===== config.mk =====
export PLATFORM = sky130hd
export DESIGN_NAME = pipe_hazard_ctrl
export DESIGN_NICKNAME = d
export VERILOG_FILES = /design/src/rtl/pipe_hazard_ctrl.sv
export SDC_FILE = /design/constraint.sdc
export NUM_CORES = 1
export LEC_CHECK = 0
export CORE_MARGIN = 3
export CORE_UTILIZATION = 52
export DETAILED_ROUTE_END_ITERATION = 10
export PLACE_DENSITY_LB_ADDON = 0.1
export SETUP_SLACK_MARGIN = 0.2
export SYNTH_ARGS = -nofsm -noshare
export SYNTH_HDL_FRONTEND = slang
export SYNTH_SLANG_ARGS = --single-unit
export TNS_END_PERCENT = 100

===== constraint.sdc =====
create_clock -name in_clk -period 5.85 [get_ports in_clk]
set_clock_uncertainty 0.2 [all_clocks]
set_input_delay 1.17 -clock in_clk [delete_from_list [all_inputs] [get_ports in_clk]]
set_output_delay 1.17 -clock in_clk [all_outputs]
set_load 0.03 [all_outputs]

===== src/rtl/pipe_hazard_ctrl.sv =====
// pipe_hazard_ctrl: ID-stage hazard detection and operand forwarding control.
// Tracks the destination registers of the instructions in EX/MEM/WB in a
// 3-entry scoreboard and decides, in the same cycle, whether the ID
// instruction must stall or which stage each source operand comes from.
// Optional feature macro: PIPE_HAZARD_FORWARD_EN
//   defined   -> full forwarding, only load-use in EX stalls (1 cycle)
//   undefined -> no forwarding, stall until the producer has left WB
module pipe_hazard_ctrl (
  input  logic        in_clk,
  input  logic        in_rst,
  input  logic        in_id_valid,
  input  logic [4:0]  in_id_rs_addr,
  input  logic        in_id_rs_used,
  input  logic [4:0]  in_id_rt_addr,
  input  logic        in_id_rt_used,
  input  logic [4:0]  in_id_rd_waddr,
  input  logic        in_id_rd_wena,
  input  logic        in_id_load,
  input  logic        in_flush,
  output logic        out_stall,
  output logic        out_pc_hold,
  output logic        out_ifid_hold,
  output logic [1:0]  out_fwd_a_sel,
  output logic [1:0]  out_fwd_b_sel,
  output logic [15:0] out_stall_cnt
);

  typedef struct packed {
    logic       vld;
    logic [4:0] waddr;
    logic       load;
  } sb_ent_t;

  localparam logic [1:0] SEL_RF  = 2'b00;
  localparam logic [1:0] SEL_EX  = 2'b01;
  localparam logic [1:0] SEL_MEM = 2'b10;
  localparam logic [1:0] SEL_WB  = 2'b11;

  sb_ent_t     ex_q, ex_d, mem_q, mem_d, wb_q, wb_d;
  logic [15:0] stall_cnt_q, stall_cnt_d;

  logic       rs_chk, rt_chk;
  logic       rs_ex, rs_mem, rs_wb, rt_ex, rt_mem, rt_wb;
  logic       stall;
  logic [1:0] fwd_a, fwd_b;

  // $0 is hardwired zero, so a write to it never produces a dependency.
  function automatic logic sb_hit(input sb_ent_t e, input logic [4:0] a);
    return e.vld && (e.waddr != 5'd0) && (e.waddr == a);
  endfunction

  // Hazard detection and forwarding select from current inputs and scoreboard.
  always_comb begin
    rs_chk = in_id_valid & ~in_flush & in_id_rs_used;
    rt_chk = in_id_valid & ~in_flush & in_id_rt_used;
    rs_ex  = rs_chk & sb_hit(ex_q,  in_id_rs_addr);
    rs_mem = rs_chk & sb_hit(mem_q, in_id_rs_addr);
    rs_wb  = rs_chk & sb_hit(wb_q,  in_id_rs_addr);
    rt_ex  = rt_chk & sb_hit(ex_q,  in_id_rt_addr);
    rt_mem = rt_chk & sb_hit(mem_q, in_id_rt_addr);
    rt_wb  = rt_chk & sb_hit(wb_q,  in_id_rt_addr);
    fwd_a  = SEL_RF;
    fwd_b  = SEL_RF;
`ifdef PIPE_HAZARD_FORWARD_EN
    // Load data is not available until MEM, so only a load in EX stalls.
    stall = (rs_ex | rt_ex) & ex_q.load;
    if (!stall) begin
      // Youngest producer wins: it holds the most recent value.
      if      (rs_ex)  fwd_a = SEL_EX;
      else if (rs_mem) fwd_a = SEL_MEM;
      else if (rs_wb)  fwd_a = SEL_WB;
      if      (rt_ex)  fwd_b = SEL_EX;
      else if (rt_mem) fwd_b = SEL_MEM;
      else if (rt_wb)  fwd_b = SEL_WB;
    end
`else
    // Without bypass paths the operand must wait until the producer retires.
    stall = rs_ex | rs_mem | rs_wb | rt_ex | rt_mem | rt_wb;
`endif
  end

  // Scoreboard shift and saturating stall counter next-state.
  always_comb begin
    ex_d = '0;
    if (!stall) begin
      ex_d.vld   = in_id_valid & in_id_rd_wena & ~in_flush;
      ex_d.waddr = in_id_rd_waddr;
      ex_d.load  = in_id_load;
    end
    mem_d       = ex_q;
    wb_d        = mem_q;
    stall_cnt_d = stall_cnt_q;
    if (stall && (stall_cnt_q != 16'hFFFF)) stall_cnt_d = stall_cnt_q + 16'd1;
  end

  // State registers; reset clears the scoreboard so any stall drops at once.
  always_ff @(posedge in_clk or posedge in_rst) begin
    if (in_rst) begin
      ex_q        <= '0;
      mem_q       <= '0;
      wb_q        <= '0;
      stall_cnt_q <= 16'd0;
    end else begin
      ex_q        <= ex_d;
      mem_q       <= mem_d;
      wb_q        <= wb_d;
      stall_cnt_q <= stall_cnt_d;
    end
  end

  assign out_stall     = stall;
  assign out_pc_hold   = stall;
  assign out_ifid_hold = stall;
  assign out_fwd_a_sel = fwd_a;
  assign out_fwd_b_sel = fwd_b;
  assign out_stall_cnt = stall_cnt_q;

endmodule


==> out/qor.csv <==
stage,metric,value,unit
run_status,outcome,"finished, final reports clean",
clock_tree,clkLatencyLatePin,0.33,ns
sta,finalCritPeriodShare,0.898,
min_path,hold_class,flip-flop to flip-flop,
critical_path,worstPathRequired,4.48,ns
logic_synthesis,ys_async_sr_fraction,1.00,
clock_tree,cts_setup_buffers,0,
clock_tree,cts-resized-gates,0,
sta,relSlewSlack,0.621,
logic_synthesis,synth_cell_type_count,25,
floorplanning,io_pins,46,
logic_synthesis,ys_seq_elements,34,
clock_tree,cts_hold_buffers,0,
sta,fin_crit,5.26,ns
clock_tree,cts_tree,yes,
power_and_ir_drop,peakVddDrop,0.000119,V
clock_tree,cts_made_buffers,5,
detailed_routing,via_per_inst,5.51,
logic_synthesis,synth_seq_area_share,0.481,
grt,grt_overflow,0,
layout,final_cells,245,
clock_tree,cts.clk_slew.worst_paths,0.11,ns
place,dp_hpwl,2.80,mm
critical_path,crit_path_end_kind,output port,
clock_tree,ctsLongestPathBuffers,2,
sta,setup_viol,0,
critical_path,criticalPathCategory,primary input to output port,
power_and_ir_drop,cellPowerDensity,201,nW/um^2
sta,drv_slew,0,
logic_synthesis,synth_flop_cell,dfrtp_1,
floorplanning,core.rowCount,20,
job,maxCapViolations,0,
critical_path,critPathArrivalTime,3.89,ns
critical_path,crit_fanout,17,
critical_path,path_cells,clkdlybuf4s50_1 > xnor2_1 > nand3_1 > nor4_1 > o31ai_2 > buf_4 > a21boi_1 > clkdlybuf4s50_1,
floorplanning,die-width,64.4,um
detailed_routing,vias,1351,
detailed_routing,ant_nets,0,
critical_path,crit_slowest_cell,clkdlybuf4s50_1,
clock_tree,cts_root_buffer,clkbuf_4,
sta,setup-tns-final,0,ns
logic_synthesis,synth_warnings,0,
critical_path,crit_top_cell,clkdlybuf4s50_1,
logic_synthesis,syn_area,1770,um^2
critical_path,cpPeakStageDelay,0.78,ns
logic_synthesis,netlist_instances,155,
layout,drive_above_1_share,0.0896,
grt,grt.total_usage,0.206,
floorplanning,die_h,64.4,um
detailed_routing,drt_first_pass_iters,4,
logic_synthesis,synth_edf_count,0,
power_and_ir_drop,p_leak,0.952,nW
sta,rsz0062_at_grt,false,
critical_path,startpoint_type,primary input,
detailed_routing,first_iter_violations,30,
clock_tree,cts_sinks,34,
grt,grt_pass1_wl,6.51,mm
layout,n_antenna_cell,0,
detailed_routing,route.detailed.drc,0,
sta,setup_ws,0.595,ns
place,numPlacedInstances,237,
place,port_buffers,40,
detailed_routing,drt_wl_total,3.76,mm
floorplanning,start_util,0.562,
layout,area_growth,28.0,%
grt,grt_max_degree,35,
grt,antenna_found_initial,0,
detailed_routing,wire_per_inst,15.3,um
floorplanning,die_area,4140,um^2
sta,tightest_slew,0.554,ns
grt,grt_pass1_vias,1401,
place,gp_congestion,0.769,
sta,final-hold-violation-count,0,
layout,fin_nets,224,
sta,fmax,190,MHz
logic_synthesis,syn_area_per_cell,11.4,um^2
place,pre_cts_ws,0.605,ns
floorplanning,core_area,3150,um^2
clock_tree,cts_htree_levels,2,
-- worst max-delay path, delay by kind of cell --
family,cells,cell delay (ns)
xor+xnor,1,0.15
simple gates,2,0.43
compound gates,2,0.56
buf+inv,3,1.57
-- report_power, final --
group | internal (mW) | switching [mW]
Clock | 0.0578 | 0.0818
Combinational | 0.0325 | 0.0308
Sequential | 0.243 | 0.00968
Total | 0.333 | 0.122
-- worst paths after layout --
path	start	end	slack (ns)	depth (start not counted)
hold / removal	mem_q[6]$_DFF_PP0_	wb_q[6]$_DFF_PP0_	0.21	0
setup reg to reg	mem_q[2]$_DFF_PP0_	out_stall_cnt[1]$_DFFE_PP0P_	3.30	7
max in group asynchronous	in_rst	wb_q[5]$_DFF_PP0_	4.12	3
setup / recovery	in_id_rs_addr[0]	out_pc_hold	0.59	8
hold reg to reg	mem_q[6]$_DFF_PP0_	wb_q[6]$_DFF_PP0_	0.21	0
min in group asynchronous	in_rst	out_stall_cnt[0]$_DFFE_PP0P_	1.03	3
-- synth_stat cells, drive strengths merged (4+ instances only) --
master,instances,share of area
a2111oi,11,0.054
buf,9,0.037
dfrtp,34,0.48
inv,4,0.0085
nand2,4,0.0085
nand3,12,0.034
nor2b,6,0.021
nor4,6,0.021
xnor2,19,0.094
xor2,26,0.13
-- cell type report --
class                   instances  area (um^2)
inverters                       4         15.0
flip-flops and latches         34          851
repair buffers                 44          430
clock inverters                 2         12.5
multi-input cells             111          851
well taps                      44         55.1
clock buffers                   6         51.3
fillers                       244          887
-- cell families after synthesis --
kind of cell    count (synthesis)  share of synthesized area
flops                          34                      0.481
other cells                     1                    0.00212
xor+xnor                       45                      0.223
buf+inv                        13                     0.0452
mux                             1                    0.00848
fa+ha+maj                       1                    0.00707
compound gates                 22                      0.107
simple gates                   38                      0.127
-- flip-flops by register name (all words and copies together) (netlist names) --
register and count:
out_stall_cnt 16, ex_q 6, mem_q 6, wb_q 6
-- per-stage QoR --
step | cell area (um^2) | hold slack [ns] | utilization | total power, mW
after CTS | 2270 | 0.206 | 0.719 | 0.462
after global routing | 2270 | 0.223 | 0.719 | 0.476
after global placement | 2200 | 0.186 | 0.698 | 0.318
after detailed placement | 2200 | 0.184 | 0.698 | 0.321
final | 2270 | 0.208 | 0.719 | 0.455
after floorplan | 1780 | 0.172 | - | 0.293
-- metal layers --
metal | track usage | share of wire | up-vias
li1 | - | - | 638
met1 | 0.274 | 0.48 | 670
met2 | 0.323 | 0.46 | 38
met3 | 0.0527 | 0.045 | 5
met4 | 0.0792 | 0.017 | 0
met5 | 0 | 0 | -
-- layout by cell type, fill, tap and decap left out, types with 4 or more instances in the layout --
cell,n
a2111oi_0,11
buf_4,4
clkbuf_4,5
clkdlybuf4s50_1,40
conb_1,4
dfrtp_1,34
inv_1,4
nand2_1,4
nand3_1,12
nor2b_1,6
nor4_1,6
xnor2_1,19
xor2_1,26
(Power assumes the default switching activity.)
